## src/rtl/key_event_pkg.sv

```systemverilog
// key_event_pkg: shared types and helpers for the key event detector.
//   state_e       - FSM state encoding (IDLE, PRESS1, WAIT2, HOLD)
//   us_to_cycles  - converts a duration in microseconds to clock cycles
package key_event_pkg;

  typedef enum logic [1:0] {
    IDLE   = 2'd0,
    PRESS1 = 2'd1,
    WAIT2  = 2'd2,
    HOLD   = 2'd3
  } state_e;

  function automatic int unsigned us_to_cycles(input int unsigned us,
                                               input int unsigned clk_mhz);
    return us * clk_mhz;
  endfunction

endpackage

```

## src/rtl/key_event_detector.sv

```systemverilog
// key_event_detector: classifies debounced key activity into single click,
// double click and long press events.
//
// Ports
//   clk_i              in   clock, rising edge
//   rst_n_i            in   asynchronous active-low reset
//   key_pressed_stb_i  in   one-cycle debounced press strobe
//   key_i              in   synchronous key level (1 = held)
//   single_click_stb_o out  one-cycle pulse, single click
//   double_click_stb_o out  one-cycle pulse, double click
//   long_press_stb_o   out  one-cycle pulse, long press
//   busy_o             out  high whenever the FSM is not in IDLE
//
// state  | meaning
// -------+---------------------------------------------------------------
// IDLE   | waiting for a press strobe
// PRESS1 | first press held; timing towards a long press
// WAIT2  | first press released; timing the window for a second press
// HOLD   | event already reported; waiting for the key to be released
module key_event_detector
  import key_event_pkg::*;
#(
  parameter int unsigned CLK_FREQ_MHZ    = 100,
  parameter int unsigned LONG_PRESS_US   = 500000,
  parameter int unsigned DOUBLE_CLICK_US = 250000
) (
  input  logic clk_i,
  input  logic rst_n_i,
  input  logic key_pressed_stb_i,
  input  logic key_i,
  output logic single_click_stb_o,
  output logic double_click_stb_o,
  output logic long_press_stb_o,
  output logic busy_o
);

  localparam int unsigned LONG_CYCLES = us_to_cycles(LONG_PRESS_US, CLK_FREQ_MHZ);
  localparam int unsigned DC_CYCLES   = us_to_cycles(DOUBLE_CLICK_US, CLK_FREQ_MHZ);
  localparam int unsigned MAX_CYCLES  = (LONG_CYCLES > DC_CYCLES) ? LONG_CYCLES : DC_CYCLES;
  localparam int          TW          = $clog2(MAX_CYCLES) + 1;

  localparam logic [TW-1:0] LONG_TC = TW'(LONG_CYCLES - 1);
  localparam logic [TW-1:0] DC_TC   = TW'(DC_CYCLES - 1);

  if (LONG_CYCLES < 2 || DC_CYCLES < 2) begin : g_bad_timing
    $error("key_event_detector: LONG_CYCLES and DC_CYCLES must both be >= 2");
  end

  state_e          state_q, state_d;
  logic [TW-1:0]   timer_q, timer_d;
  logic [TW-1:0]   timer_inc;
  logic            single_d, double_d, long_d;

  // Saturating increment: the timer never wraps back to zero.
  assign timer_inc = (timer_q == {TW{1'b1}}) ? timer_q : timer_q + TW'(1);

  always_comb begin
    state_d  = state_q;
    timer_d  = timer_q;
    single_d = 1'b0;
    double_d = 1'b0;
    long_d   = 1'b0;

    unique case (state_q)
      IDLE: begin
        if (key_pressed_stb_i) state_d = PRESS1;
      end
      PRESS1: begin
        // Release takes priority; press strobes are ignored here.
        if (!key_i) begin
          state_d = WAIT2;
        end else if (timer_q == LONG_TC) begin
          long_d  = 1'b1;
          state_d = HOLD;
        end else begin
          timer_d = timer_inc;
        end
      end
      WAIT2: begin
        // A strobe in the timeout cycle still counts as a double click.
        if (key_pressed_stb_i) begin
          double_d = 1'b1;
          state_d  = HOLD;
        end else if (timer_q == DC_TC) begin
          single_d = 1'b1;
          state_d  = IDLE;
        end else begin
          timer_d = timer_inc;
        end
      end
      HOLD: begin
        if (!key_i) state_d = IDLE;
      end
      default: state_d = IDLE;
    endcase

    if (state_d != state_q) timer_d = '0;
  end

  always_ff @(posedge clk_i or negedge rst_n_i) begin
    if (!rst_n_i) begin
      state_q            <= IDLE;
      timer_q            <= '0;
      single_click_stb_o <= 1'b0;
      double_click_stb_o <= 1'b0;
      long_press_stb_o   <= 1'b0;
      busy_o             <= 1'b0;
    end else begin
      state_q            <= state_d;
      timer_q            <= timer_d;
      single_click_stb_o <= single_d;
      double_click_stb_o <= double_d;
      long_press_stb_o   <= long_d;
      // Registered from the next state so busy_o tracks state_q exactly.
      busy_o             <= (state_d != IDLE);
    end
  end

endmodule

```

## config.mk

```make
export PLATFORM = sky130hd
export DESIGN_NAME = key_event_detector
export DESIGN_NICKNAME = d
export VERILOG_FILES = /design/src/rtl/key_event_pkg.sv /design/src/rtl/key_event_detector.sv
export SDC_FILE = /design/constraint.sdc
export NUM_CORES = 1
export LEC_CHECK = 0
export CORE_ASPECT_RATIO = 0.9
export CORE_MARGIN = 4
export CORE_UTILIZATION = 60
export CTS_BUF_LIST = sky130_fd_sc_hd__clkbuf_4 sky130_fd_sc_hd__clkbuf_8 sky130_fd_sc_hd__clkbuf_16
export DETAILED_ROUTE_END_ITERATION = 10
export PLACE_DENSITY = 0.85
export SYNTH_ARGS = -nofsm -noshare
export SYNTH_HDL_FRONTEND = slang
export SYNTH_SLANG_ARGS = --single-unit
```

## constraint.sdc

```tcl
create_clock -name clk_i -period 2.5 [get_ports clk_i]
set_input_delay 0.5 -clock clk_i [delete_from_list [all_inputs] [get_ports clk_i]]
set_output_delay 0.5 -clock clk_i [all_outputs]
set_load 0.03 [all_outputs]
```

==> results by group <==
Status
  • Status: finished clean

Power and ir drop
  • Switching power as a share of total power: 0.301
  • Power density of the placed cells: 596 nW/µm²
  • Power, Total: 0.00128 W
  • Max IR drop VDD: 386 µV
  • Seq pwr share: 0.473
  • Leakage component of the power: 0.891 nW
  • Net load switching power: 0.000385 W
  • Power share of the combinational group: 0.188
  • Internal: 0.000893 W
  • Relative contribution of the clock network to total power: 0.339

STA
  • Final period demand of the worst path: 2.24 ns
  • Maximum clock frequency: 0.447 GHz
  • Part of the cycle the worst path needs: 0.894
  • Number of hold violations in the final report: 0
  • Slew of the pin with the lowest slew margin: 0.398 ns
  • Number of setup violations in the final report: 0
  • Unrepaired setup endpoints after global routing: false
  • Final setup skew: 0.00914 ns
  • Max Slew Vio Count: 0
  • Relative slew slack: 0.733
  • Total negative setup slack: 0 ns

Placed design
  • DP Wirelength: 2860 µm
  • I/O Buffers: 7
  • Final RePlAce weighted congestion: 0.955

Floorplanning
  • Area of the core: 3110 µm²
  • Floorplan die width: 68.6 µm
  • Row count: 19
  • Starting density of the core: 0.638
  • I/O pin count: 8
  • Die Footprint: 4300 µm²
  • Overall die height: 62.6 µm

Clock network
  • Clock tree from TritonCTS: done
  • Library cell used as clock root buffer: sky130_fd_sc_hd__clkbuf_8
  • Number of H-tree branching levels: 2
  • Number of instances resized during post-cts repair: 0
  • Clock sink count: 33
  • Hold_buf cts: 0
  • Buffer levels on the longest clock path: 2
  • Number of buffers created by CTS: 5
  • Clk Latency, worst-skew pair: 0.29 ns
  • Clk pin slew, worst setup/hold paths: 0.07 ns
  • Number of post-CTS setup repair buffers: 0

Finish
  • Ratio of cells with drive above 1 in the final layout: 0.167
  • Number of antenna diodes: 0
  • Nets: 213
  • Fill count: 226
  • Area Overhead vs Synth: 8.00%
  • Multi-input gate area: 1060 µm²
  • Sequential standard cell area: 826 µm²

Synthesis
  • Top cells by area in the synthesized netlist: sky130_fd_sc_hd__dfrtp_1 42%, sky130_fd_sc_hd__xor2_1 8.4%, sky130_fd_sc_hd__nand4_1 5.4%, sky130_fd_sc_hd__nor2_1 5.3%, sky130_fd_sc_hd__nand3_1 3.0%
  • Most area-hungry cell type in the Yosys netlist: sky130_fd_sc_hd__dfrtp_1
  • Synthesized instance count: 202
  • Synth Register Bits: 33
  • Library cell with the highest instance count after synthesis: sky130_fd_sc_hd__dfrtp_1
  • Top cell type's share of synthesized area: 0.416
  • FFs w/ async S/R, synth: 1.00
  • Synth unique cells: 52
  • Area of the mapped netlist: 1990 µm²
  • Synthesized Nets: 207
  • Number of enable-type register cells in the synthesized netlist: 0
  • Top cell types by occurrence after synthesis: 33 x sky130_fd_sc_hd__dfrtp_1, 28 x sky130_fd_sc_hd__nor2_1, 19 x sky130_fd_sc_hd__xor2_1
  • Share of synthesized area occupied by flip-flops and latches: 0.416
  • Yosys warning count: 0
  • Most instantiated flip-flop cell in the synthesis netlist: sky130_fd_sc_hd__dfrtp_1
  • Average footprint of a synthesized cell: 9.83 µm²

Drt
  • Number of remaining DRC errors: 0
  • Router iterations before antenna repair: 4
  • Routed Antenna Nets: 0
  • Highest layer used for signal routing: met4
  • Via Count: 1,587
  • Via/cell ratio: 6.32
  • Met2 wirelength from detailed routing: 1950 µm
  • Initial detailed-routing violation count: 158
  • Wl on met1: 1790 µm
  • Met3 wirelength from detailed routing: 210 µm
  • Post-Route WL: 4030 µm
  • Routed len/inst: 16.1 µm

Critical path
  • Kind of cell adding the most delay to the critical path: simple AND/OR/NAND/NOR gates
  • Cells traversed along the worst timing path: ha_1 > and4_4 > and4_4 > a21oi_2 > buf_4 > nand3_2 > or3_1 > a21oi_1
  • Worst stage delay on the critical path: 0.43 ns
  • Cell mode on critical path: sky130_fd_sc_hd__and4_4
  • Highest fanout seen on the critical path: 10
  • CP Data Required Time: 2.70 ns
  • Critical path buffers and inverters: 1
  • Worst Setup End Kind: flop
  • Critical Path Slowest Stage Cell: sky130_fd_sc_hd__dfrtp_1
  • Arrival time reported for the critical path endpoint: 2.44 ns
  • Critical Path Start Type: flop
  • Worst Path Class, Setup: flop to flop

GRT
  • Wire length of the first global-routing pass: 7140 µm
  • Global route total overflow: 0
  • Antenna violations before repair: 0
  • GRT Util Overall: 0.217
  • Maximum number of pins on one net before global-route repair: 34
  • Via count of the first global-routing pass: 1,532

Run
  • Number of max-cap violations: 0

Min path
  • Worst min path class: flop to flop
==> power groups by stage <==
stage | Sequential [W] | Combinational, W | Clock, W
2_1_floorplan | 0.000597 | 0.000192 | 0
3_3_place_gp | 0.000607 | 0.000225 | 0
3_5_place_dp | 0.000611 | 0.000236 | 0
4_1_cts | 0.000602 | 0.000239 | 0.000443
5_1_grt | 0.000610 | 0.000261 | 0.000473
6_report | 0.000605 | 0.000241 | 0.000433
==> layout by cell type, fill, tap and decap left out, drive strengths merged, types with 2 or more instances in the layout <==
cell,n
nand3,14
buf,3
nand4b,2
o21ai,6
nand4bb,2
clkdlybuf4s50,7
dfrtp,33
and4,8
nand2,11
nor4b,2
and3,11
clkbuf,7
inv,2
nor2,28
nor2b,2
xor2,19
a21oi,6
nand4,19
and2,2
or3,4
nor4,4
==> final timing paths <==
path / start / to / slack (ns) / cells after the start
setup / recovery: timer_q[0]$_DFFE_PN0P_ / timer_q[17]$_DFFE_PN0P_ / 0.26 / 8
hold / removal: timer_q[26]$_DFFE_PN0P_ / timer_q[26]$_DFFE_PN0P_ / 0.55 / 2
setup reg to reg: timer_q[0]$_DFFE_PN0P_ / timer_q[17]$_DFFE_PN0P_ / 0.26 / 8
hold reg to reg: timer_q[26]$_DFFE_PN0P_ / timer_q[26]$_DFFE_PN0P_ / 0.55 / 2
max in group asynchronous: rst_n_i / timer_q[19]$_DFFE_PN0P_ / 1.58 / 2
min in group asynchronous: rst_n_i / timer_q[1]$_DFFE_PN0P_ / 0.62 / 2
==> cells by family after synthesis <==
kind of cell	count (synthesis)	synth area share
compound gates	20	0.0725
xor+xnor	20	0.0882
fa+ha+maj	1	0.00630
buf+inv	13	0.0479
flops	33	0.416
mux	1	0.00504
simple gates	114	0.364
==> through the flow <==
| stage | hold slack [ns] | util | setup slack, ns | instance area [µm²] | cells |
|---|---|---|---|---|---|
| after floorplan | 0.204 | - | 0.536 | 1990 | 202 |
| after global placement | 0.519 | 0.656 | 0.352 | 2040 | 243 |
| after detailed placement | 0.535 | 0.656 | 0.269 | 2040 | 243 |
| after CTS | 0.552 | 0.689 | 0.289 | 2140 | 251 |
| after global routing | 0.585 | 0.689 | 0.130 | 2140 | 251 |
| final | 0.555 | 0.689 | 0.265 | 2140 | 251 |
==> sequential cells by signal, summed over array words and instances (netlist names) <==
signal	cells
double_click_stb_o	1
busy_o	1
state_q	2
single_click_stb_o	1
long_press_stb_o	1
timer_q	27
==> cell type report <==
cell class | instances | share of cell area
clock buffer | 7 | 0.0449
sequential | 33 | 0.385
timing repair buffer | 10 | 0.0432
tap | 42 | 0.0245
multi-input combinational | 156 | 0.496
inverter | 2 | 0.00350
clock inverter | 1 | 0.00233
==> routing by layer <==
metal	GRT usage	vias up
met5	0	-
met4	0.0868	0
met3	0.0450	9
met2	0.333	50
met1	0.295	775
li1	-	753
==> worst register-to-register path, cell delays in order (launching register included) <==
cell,delay (ns)
sky130_fd_sc_hd__dfrtp_1,0.43
sky130_fd_sc_hd__ha_1,0.25
sky130_fd_sc_hd__and4_4,0.22
sky130_fd_sc_hd__and4_4,0.19
sky130_fd_sc_hd__a21oi_2,0.25
sky130_fd_sc_hd__buf_4,0.23
sky130_fd_sc_hd__nand3_2,0.11
sky130_fd_sc_hd__or3_1,0.32
sky130_fd_sc_hd__a21oi_1,0.14
Note: power is estimated with default switching activity, not from simulation.
